`src/rtl/fifo_rd_pkg.sv`:
```
// Shared types and constants for the FIFO read-side stream drain.
package fifo_rd_pkg;

  localparam int unsigned WIDTH     = 32;
  localparam int unsigned BUF_DEPTH = 4;
  localparam int unsigned CNT_W     = $clog2(BUF_DEPTH) + 1;

  typedef logic [WIDTH-1:0] word_t;

  typedef enum logic [1:0] {
    IDLE,
    RUN,
    STOP
  } rd_state_e;

endpackage

```
`src/rtl/fifo_rd_stream_if.sv`:
```
// FIFO read port plus valid/ready output stream, seen from the drain stage (master)
// and from its surroundings (slave).
interface fifo_rd_stream_if #(
  parameter int unsigned WIDTH = 32
) ();

  logic             fifo_cs;
  logic             fifo_rd_en;
  logic [WIDTH-1:0] fifo_data;
  logic             fifo_empty;
  logic             m_valid;
  logic             m_ready;
  logic [WIDTH-1:0] m_data;
  logic             m_last;

  modport master (
    output fifo_cs, fifo_rd_en, m_valid, m_data, m_last,
    input  fifo_data, fifo_empty, m_ready
  );

  modport slave (
    input  fifo_cs, fifo_rd_en, m_valid, m_data, m_last,
    output fifo_data, fifo_empty, m_ready
  );

endinterface

```
`src/rtl/fifo_rd_buf.sv`:
```
// Circular output buffer: one push and one pop per clock, registered storage, head word out.
// DEPTH must be a power of two so the pointers wrap naturally.
module fifo_rd_buf #(
  parameter int unsigned WIDTH = 32,
  parameter int unsigned DEPTH = 4
) (
  input  logic                       clk,
  input  logic                       rst,
  input  logic                       push_i,
  input  logic [WIDTH-1:0]           push_data_i,
  input  logic                       pop_i,
  output logic [$clog2(DEPTH):0]     count_o,
  output logic [WIDTH-1:0]           head_o
);

  localparam int unsigned PtrW = $clog2(DEPTH);
  localparam int unsigned CntW = PtrW + 1;

  logic [WIDTH-1:0] mem_q [DEPTH];
  logic [PtrW-1:0]  wr_ptr_q;
  logic [PtrW-1:0]  rd_ptr_q;
  logic [CntW-1:0]  count_q;

  // Storage, pointers and occupancy; push and pop may coincide.
  always_ff @(posedge clk) begin
    if (rst) begin
      for (int i = 0; i < int'(DEPTH); i++) mem_q[i] <= '0;
      wr_ptr_q <= '0;
      rd_ptr_q <= '0;
      count_q  <= '0;
    end else begin
      if (push_i) begin
        mem_q[wr_ptr_q] <= push_data_i;
        wr_ptr_q        <= wr_ptr_q + 1'b1;
      end
      if (pop_i) rd_ptr_q <= rd_ptr_q + 1'b1;
      count_q <= count_q + CntW'(push_i) - CntW'(pop_i);
    end
  end

  assign count_o = count_q;
  assign head_o  = mem_q[rd_ptr_q];

endmodule

```
`src/rtl/fifo_rd_stream.sv`:
```
// Read-side drain stage: pops a synchronous FIFO and presents words on a valid/ready stream.
// Reads are only issued when buffer occupancy plus reads in flight leave room, so every
// landing word has a slot. Optional packet framing on m_last: define FIFO_RD_PKT_LAST_EN.
module fifo_rd_stream
  import fifo_rd_pkg::*;
#(
  parameter int unsigned WIDTH     = 32,
  parameter int unsigned RD_LAT    = 1,
  parameter int unsigned BUF_DEPTH = 4,
  parameter int unsigned PKT_LEN   = 16
) (
  input  logic                   clk,
  input  logic                   rst,
  input  logic                   enable_i,
  fifo_rd_stream_if.master       bus_io,
  output logic [31:0]            words_sent_o,
  output logic                   busy_o
);

  localparam int unsigned CntW = $clog2(BUF_DEPTH) + 1;

  if (RD_LAT < 1 || RD_LAT > 2 || BUF_DEPTH < RD_LAT + 1 ||
      (BUF_DEPTH & (BUF_DEPTH - 1)) != 0 || PKT_LEN < 1) begin : g_param_err
    $error("fifo_rd_stream: illegal parameter combination");
  end

  rd_state_e         state_q;
  logic [RD_LAT-1:0] infl_q;
  logic [RD_LAT-1:0] infl_d;
  logic [31:0]       words_sent_q;
  logic [CntW-1:0]   buf_cnt;
  logic [CntW-1:0]   infl_cnt;
  logic [CntW:0]     credit_used;
  logic [WIDTH-1:0]  head;
  logic              rd_en;
  logic              land;
  logic              pop;

  // Count reads still travelling through the FIFO read pipeline.
  always_comb begin
    infl_cnt = '0;
    for (int i = 0; i < int'(RD_LAT); i++) infl_cnt = infl_cnt + CntW'(infl_q[i]);
  end

  // Credit check uses registered counts only, keeping m_ready off the read path.
  assign credit_used = {1'b0, buf_cnt} + {1'b0, infl_cnt};
  assign rd_en = (state_q == RUN) && !bus_io.fifo_empty &&
                 (credit_used < (CntW + 1)'(BUF_DEPTH));
  assign land  = infl_q[RD_LAT-1];
  assign pop   = bus_io.m_valid && bus_io.m_ready;

  // Shift the issued-read marker along so it lines up with the FIFO data.
  always_comb begin
    infl_d    = '0;
    infl_d[0] = rd_en;
    for (int i = 1; i < int'(RD_LAT); i++) infl_d[i] = infl_q[i-1];
  end

  // Control FSM, in-flight pipe and transfer counter.
  always_ff @(posedge clk) begin
    if (rst) begin
      state_q      <= IDLE;
      infl_q       <= '0;
      words_sent_q <= '0;
    end else begin
      infl_q <= infl_d;
      if (pop) words_sent_q <= words_sent_q + 32'd1;
      unique case (state_q)
        IDLE:    if (enable_i) state_q <= RUN;
        RUN:     if (!enable_i) state_q <= STOP;
        STOP: begin
          if (enable_i)                          state_q <= RUN;
          else if (infl_cnt == '0 && buf_cnt == '0) state_q <= IDLE;
        end
        default: state_q <= IDLE;
      endcase
    end
  end

  fifo_rd_buf #(
    .WIDTH (WIDTH),
    .DEPTH (BUF_DEPTH)
  ) u_buf (
    .clk         (clk),
    .rst         (rst),
    .push_i      (land),
    .push_data_i (bus_io.fifo_data),
    .pop_i       (pop),
    .count_o     (buf_cnt),
    .head_o      (head)
  );

  assign bus_io.fifo_rd_en = rd_en;
  assign bus_io.fifo_cs    = rd_en;
  assign bus_io.m_valid    = (buf_cnt != '0);
  assign bus_io.m_data     = head;
  assign words_sent_o      = words_sent_q;
  assign busy_o            = (state_q != IDLE);

`ifdef FIFO_RD_PKT_LAST_EN
  localparam int unsigned BeatW = (PKT_LEN > 1) ? $clog2(PKT_LEN) : 1;

  logic [BeatW-1:0] beat_q;

  // Beat position within the current packet, advanced per transfer.
  always_ff @(posedge clk) begin
    if (rst) begin
      beat_q <= '0;
    end else if (pop) begin
      if (beat_q == BeatW'(PKT_LEN - 1)) beat_q <= '0;
      else                               beat_q <= beat_q + 1'b1;
    end
  end

  assign bus_io.m_last = bus_io.m_valid && (beat_q == BeatW'(PKT_LEN - 1));
`else
  assign bus_io.m_last = 1'b0;
`endif

endmodule

```
`src/flat_wrapper.sv`:
```
// flat-port wrapper written by rule: the top's interface ports become plain ports
module fifo_rd_stream_flat import fifo_rd_pkg::*;
#(
  parameter int unsigned WIDTH     = 32,
  parameter int unsigned RD_LAT    = 1,
  parameter int unsigned BUF_DEPTH = 4,
  parameter int unsigned PKT_LEN   = 16
)
  (clk, rst, enable_i, words_sent_o, busy_o, bus_io_fifo_cs, bus_io_fifo_rd_en, bus_io_m_valid, bus_io_m_data, bus_io_m_last, bus_io_fifo_data, bus_io_fifo_empty, bus_io_m_ready);
  fifo_rd_stream_if #(.WIDTH(WIDTH)) bus_io_i ();
  input  logic clk;
  input  logic rst;
  input  logic enable_i;
  output logic [31:0] words_sent_o;
  output logic busy_o;
  output wire logic [$bits(bus_io_i.fifo_cs)-1:0] bus_io_fifo_cs;
  output wire logic [$bits(bus_io_i.fifo_rd_en)-1:0] bus_io_fifo_rd_en;
  output wire logic [$bits(bus_io_i.m_valid)-1:0] bus_io_m_valid;
  output wire logic [$bits(bus_io_i.m_data)-1:0] bus_io_m_data;
  output wire logic [$bits(bus_io_i.m_last)-1:0] bus_io_m_last;
  input wire logic [$bits(bus_io_i.fifo_data)-1:0] bus_io_fifo_data;
  input wire logic [$bits(bus_io_i.fifo_empty)-1:0] bus_io_fifo_empty;
  input wire logic [$bits(bus_io_i.m_ready)-1:0] bus_io_m_ready;
  assign bus_io_fifo_cs = bus_io_i.fifo_cs;
  assign bus_io_fifo_rd_en = bus_io_i.fifo_rd_en;
  assign bus_io_m_valid = bus_io_i.m_valid;
  assign bus_io_m_data = bus_io_i.m_data;
  assign bus_io_m_last = bus_io_i.m_last;
  assign bus_io_i.fifo_data = bus_io_fifo_data;
  assign bus_io_i.fifo_empty = bus_io_fifo_empty;
  assign bus_io_i.m_ready = bus_io_m_ready;
  fifo_rd_stream #(.WIDTH(WIDTH), .RD_LAT(RD_LAT), .BUF_DEPTH(BUF_DEPTH), .PKT_LEN(PKT_LEN)) u_core (.clk(clk), .rst(rst), .enable_i(enable_i), .bus_io(bus_io_i), .words_sent_o(words_sent_o), .busy_o(busy_o));
endmodule
```
`config.mk`:
```
export PLATFORM = sky130hd
export DESIGN_NAME = fifo_rd_stream_flat
export DESIGN_NICKNAME = d
export VERILOG_FILES = /design/src/rtl/fifo_rd_pkg.sv /design/src/rtl/fifo_rd_stream_if.sv /design/src/rtl/fifo_rd_buf.sv /design/src/rtl/fifo_rd_stream.sv /design/src/flat_wrapper.sv
export SDC_FILE = /design/constraint.sdc
export NUM_CORES = 1
export LEC_CHECK = 0
export BUFFER_PORTS_ARGS = -buffer_cell sky130_fd_sc_hd__buf_2
export CELL_PAD_IN_SITES_DETAIL_PLACEMENT = 0
export CELL_PAD_IN_SITES_GLOBAL_PLACEMENT = 2
export CORE_ASPECT_RATIO = 1.5
export CORE_MARGIN = 1.5
export CORE_UTILIZATION = 43
export DETAILED_ROUTE_END_ITERATION = 6
export GPL_ROUTABILITY_DRIVEN = 0
export PLACE_DENSITY_LB_ADDON = 0.1
export SYNTH_ARGS = -nofsm -noshare
export SYNTH_HDL_FRONTEND = slang
export SYNTH_SLANG_ARGS = --single-unit
```
`constraint.sdc`:
```
create_clock -name clk -period 3.8 [get_ports clk]
set_input_delay 0.57 -clock clk [delete_from_list [all_inputs] [get_ports clk]]
set_output_delay 0.57 -clock clk [all_outputs]
set_load 0.01 [all_outputs]
```
After elaboration in Yosys (flattened, before gate mapping)
Memories as Yosys holds them, arrays and structs flattened. A register that Yosys moved wholly into a read port is not among the register bits.
Index checks and enable logic that the tools add are counted.
Storage, ports and cells
  bits in registers: 42
  bits in writable memories: 128
  output and inout bits: 69
  logic and storage cells: 46
  memories: 1
Operators by class
  add/sub/neg operators: 6
  magnitude comparators: 1
  equality and inequality tests: 5
  multiplexer cells: 15
  reduce and logical (&&, ||, !) cells: 12
Memories
  u_core.u_buf.mem_q: depth 4, bits a word 32, rd ports 1, clocked after memory_dff 1, wr ports 4, line fifo_rd_buf.sv:19  | logic [WIDTH-1:0] mem_q [DEPTH];
Operator list (number)
  $add 32x1->32 const B: 1
  $mux 32: 1
  $reduce_or 32->1: 1
  $mux 2: 7
  $logic_not 3->1: 2
  $mux 1: 6
  $pmux 2 s3: 1
  $add 2x1->2 const B: 2
  $add 3x1->4: 1
  $logic_and 1x1->1: 4
  $lt 4x3->1 const B: 1
  $ne 2x2->1 const B: 2
  $add 3x1->3: 1
  $ne 3x2->1 const B: 1
  $reduce_and 3->1: 1
  $reduce_bool 3->1: 1
  $sub 3x1->3: 1
  $eq 2x1->1 const B: 1
  $eq 2x2->1 const B: 1
  $logic_not 2->1: 1
  $reduce_bool 2->1: 1
  $logic_not 1->1: 1

Depth between registers and ports, before layout
  depth after elaboration: 5
  mapped depth: 11
  mapped depth without buffers: 9

Modules after synthesis
A second synthesis with hierarchy kept.
Second synthesis, totals
  cells, all modules: 540
  area total of the unflattened synthesis: 7656.1 um^2
By module, submodules not included
  fifo_rd_buf: times used 1, cells each 351, area each 6022.0 um^2, sequential area each 4023.9 um^2
  fifo_rd_stream: times used 1, cells each 189, area each 1634.1 um^2, sequential area each 700.7 um^2

Least setup slack after synthesis
OpenSTA, ideal clock, no wires.
  kind: register to register
  from: register u_core.infl_q
  to: memory u_core.u_buf.mem_q[1][0] (enable)
  library setup time: 0.428 ns
  arrival time: 2.174 ns
  required time: 3.372 ns
  slack: 1.198 ns
  stages on the path, launching flop included: 4
  path buffers: 1
  cells stage by stage: dfxtp_1 clkbuf_1 nand2_1 o21bai_1
RTL lines
  from (decl): line fifo_rd_stream.sv:28  | logic [RD_LAT-1:0] infl_q;
  from (signal assigned): line fifo_rd_stream.sv:66  | infl_q <= infl_d;
  to (decl): line fifo_rd_buf.sv:19

==> run_results.csv <==
group,metric,value,unit
clocking,cts_tree,"yes",
setup_path,start_kind,"flop",
final_layout,register_area,4730,um2
run_status,status,"finished clean",
global_routing,grt_pass1_vias,4983,
floorplan,dieArea,18500,um2
synthesis,syn-cell-area,7610,um2
min_path,hold_depth,2,
placement,post_dp_cell_area,8340,um2
setup_path,r2r_setup_slack,1.24,ns
pwr,leakagePower,3.41,nW
setup_path,reg2reg_from,"u_core.u_buf.count_o[0]$_SDFF_PP0_",
pwr,powerDensity,524,nW/um2
final_layout,layout-drive-gt1-share,29.5,%
sta,hold_slack,0.324,ns
setup_path,end_kind,"output port",
synthesis,synthArstFlopShare,0,%
final_layout,fill_cells,1538,
floorplan,num_rows,59,
routing,avgViaCountPerCell,5.38,
run,maxCapViolCount,0,
min_path,hp-class,"primary input to flop",
synthesis,synth_cell_types,42,
clocking,cts_root_buffer,"clkbuf_16",
clocking,clock_path_buffers,2,
clocking,clkLatencyLatePin,0.42,ns
synthesis,yosysTopAreaCellShare,50.5,%
routing,routed_wl,16500,um
synthesis,syn_avg_cell_area,13.6,um2
setup_path,crit_type,"flop to output port",
pwr,peakVddDrop,330,uV
placement,port_buffers,104,
sta,fin_tns_setup,0,ns
setup_path,path_cells,"buf_4, mux4_2, buf_2",
clocking,clk_pin_slew,0.06,ns
sta,setup_viol,0,
sta,relSlewSlack,36.6,%
global_routing,grt_overflow,0,
synthesis,synth_top_area_cell,"edfxtp_1",
routing,drc_errors,0,
setup_path,slowest_delay,0.63,ns
routing,drt_first_pass_iters,4,
synthesis,yosysSeqAreaShare,62.1,%
synthesis,ys_ff_latch,172,
setup_path,crit_required,3.23,ns
final_layout,final_net_count,698,
setup_path,arrival,2.08,ns
synthesis,synth_cells,560,
routing,wire_per_inst,18.7,um
final_layout,syn_to_final_growth,17.0,%
global_routing,grt_max_degree,47,
clocking,cts_buffers,17,
synthesis,yosysWarnings,0,
sta,period_share,69.7,%
routing,drtIter0Drc,269,
clocking,htreeDepth,4,
final_layout,fin_area,8910,um2
sta,finClkSkew,0.0111,ns
synthesis,synth_edf_count,128,
sta,hold_viol_final,0,
synthesis,synth_fp_nets,602,
clocking,postCtsSetupRepairBufs,0,
clocking,cts_resized,0,
floorplan,die_h,166,um
setup_path,cp_max_fo,32,
synthesis,synthTopCellsByArea,"edfxtp_1 (51%), dfxtp_1 (12%), and2_1 (11%)",
sta,worst_pin_slew,0.950,ns
global_routing,antenna_found_initial,0,
floorplan,core,17300,um2
sta,layout_min_cycle_time,2.65,ns
routing,num_vias,4745,
global_routing,grt_pass1_wl,26200,um
final_layout,layout_commonest_cell,"and2_1",
final_layout,multi_input_area,2730,um2
routing,antenna_left,0,
floorplan,io_pins,106,
sta,rsz0062_at_grt,"no",
final_layout,layout_common_cells,"and2_1 (130), edfxtp_1 (128), buf_2 (104), dfxtp_1 (42), mux4_2 (32)",
floorplan,start_util,43.9,%
setup_path,rr_endpoint,"u_core.u_buf.count_o[2]$_SDFF_PP0_",
setup_path,slowest_stage,"mux4_2",
setup_path,r2r.worst_path.cells,9,
synthesis,synthFlopType,"edfxtp_1",
clocking,cts-hold-fix-buffers,0,
min_path,hold_start,"enable_i",
sta,clock.fmax,378,MHz
clocking,cts_sinks,172,
placement,hpwl,10300,um
min_path,whs_endpoint,"u_core.state_q[1]$_SDFFE_PP0P_",
sta,final_max_slew_viol_count,0,
global_routing,track_usage,18.5,%
floorplan,die_w,112,um
[power breakdown]
| group | leakage, nW | switching, mW | internal (mW) |
|---|---|---|---|
| registers | 1.68 | 0.0729 | 2.11 |
| clock network | 0.277 | 0.724 | 0.965 |
| logic | 1.46 | 0.412 | 0.383 |
| total | 3.41 | 1.21 | 3.46 |
[layer usage]
| metal | vias up | GRT usage, % | routed length (um) | share of wire [%] |
|---|---|---|---|---|
| met4 | 0 | 5.61 | 270 | 1.6 |
| met2 | 112 | 33.9 | 8970 | 54 |
| met3 | 17 | 5.00 | 744 | 4.5 |
| met1 | 2368 | 20.9 | 6490 | 39 |
| li1 | 2248 | - | - | - |
| met5 | - | 0 | 0 | 0 |
[cell usage after synthesis, drive strengths merged (4+ instances only)]
| cell | instances |
|---|---|
| and2 | 131 |
| edfxtp | 128 |
| dfxtp | 44 |
| mux4 | 32 |
| clkbuf | 22 |
| a21oi | 21 |
| nor2 | 19 |
| nand2 | 16 |
| buf | 14 |
| o31ai | 14 |
| or4 | 14 |
| nand3 | 12 |
| nand4 | 10 |
| xor2 | 9 |
| inv | 8 |
| or3 | 8 |
| nor2b | 7 |
| o21ai | 7 |
| and3 | 6 |
| and4 | 4 |
| ha | 4 |
| mux2 | 4 |
| nor3 | 4 |
| or2 | 4 |
[final cells by class]
class / instances / area share [%]
tap: 213 / 2.99
inverter: 8 / 0.337
clock buffer: 17 / 4.78
timing repair buffer: 113 / 6.60
clock inverter: 14 / 1.62
sequential: 172 / 53.1
multi-input combinational: 344 / 30.6
antenna: 1 / 0.0281
[sequential cells by signal, summed over array words and instances (netlist names), named ones only]
register / flops
u_core.u_buf.count_o: 3
u_core.u_buf.mem_q: 128
u_core.u_buf.rd_ptr_q: 2
u_core.infl_q: 1
u_core.u_buf.wr_ptr_q: 2
u_core.words_sent_o: 32
u_core.state_q: 2
[worst max path at each step]
| stage | startpoint | endpoint | depth (start not counted) |
|---|---|---|---|
| finish | flop | bus_io_m_data[26] | 3 |
| global route | flop | bus_io_m_data[26] | 3 |
| CTS | flop | bus_io_m_data[26] | 3 |
| detailed placement | u_core.u_buf.count_o[0]$_SDFF_PP0_ | u_core.u_buf.count_o[2]$_SDFF_PP0_ | 9 |
| global placement | u_core.u_buf.count_o[0]$_SDFF_PP0_ | u_core.u_buf.count_o[2]$_SDFF_PP0_ | 9 |
| floorplan | u_core.infl_q$_SDFF_PP0_ | u_core.u_buf.mem_q[1][0]$_SDFFCE_PN0P_ | 3 |
[logic make-up (layout without fill, tap and decap cells)]
logic type      Yosys count  after routing  synth area share, %
xor+xnor                 12             12                 1.38
other cells               1              2               0.0493
simple gates            242            242                 19.2
fa+ha+maj                 5              5                0.921
compound gates           48             48                 3.80
buf+inv                  44            152                 2.50
mux                      36             36                 10.1
flops                   172            172                 62.1
[worst max-delay path, delay by kind of cell, from the launching register on]
kind / cells / cell delay [ns]
buf+inv: 2 / 0.71
flops: 1 / 0.31
mux: 1 / 0.63
[metrics by stage]
stage	total power [mW]	worst slack (ns)	util, %	instances
6_report	4.66	1.15	51.4	882
5_1_grt	4.87	0.998	51.3	881
4_1_cts	4.73	1.06	51.3	881
3_5_place_dp	3.04	1.23	48.1	850
3_3_place_gp	3.02	1.31	48.1	850
2_1_floorplan	2.76	1.20	-	560
Power figures use the tool's default switching activity.
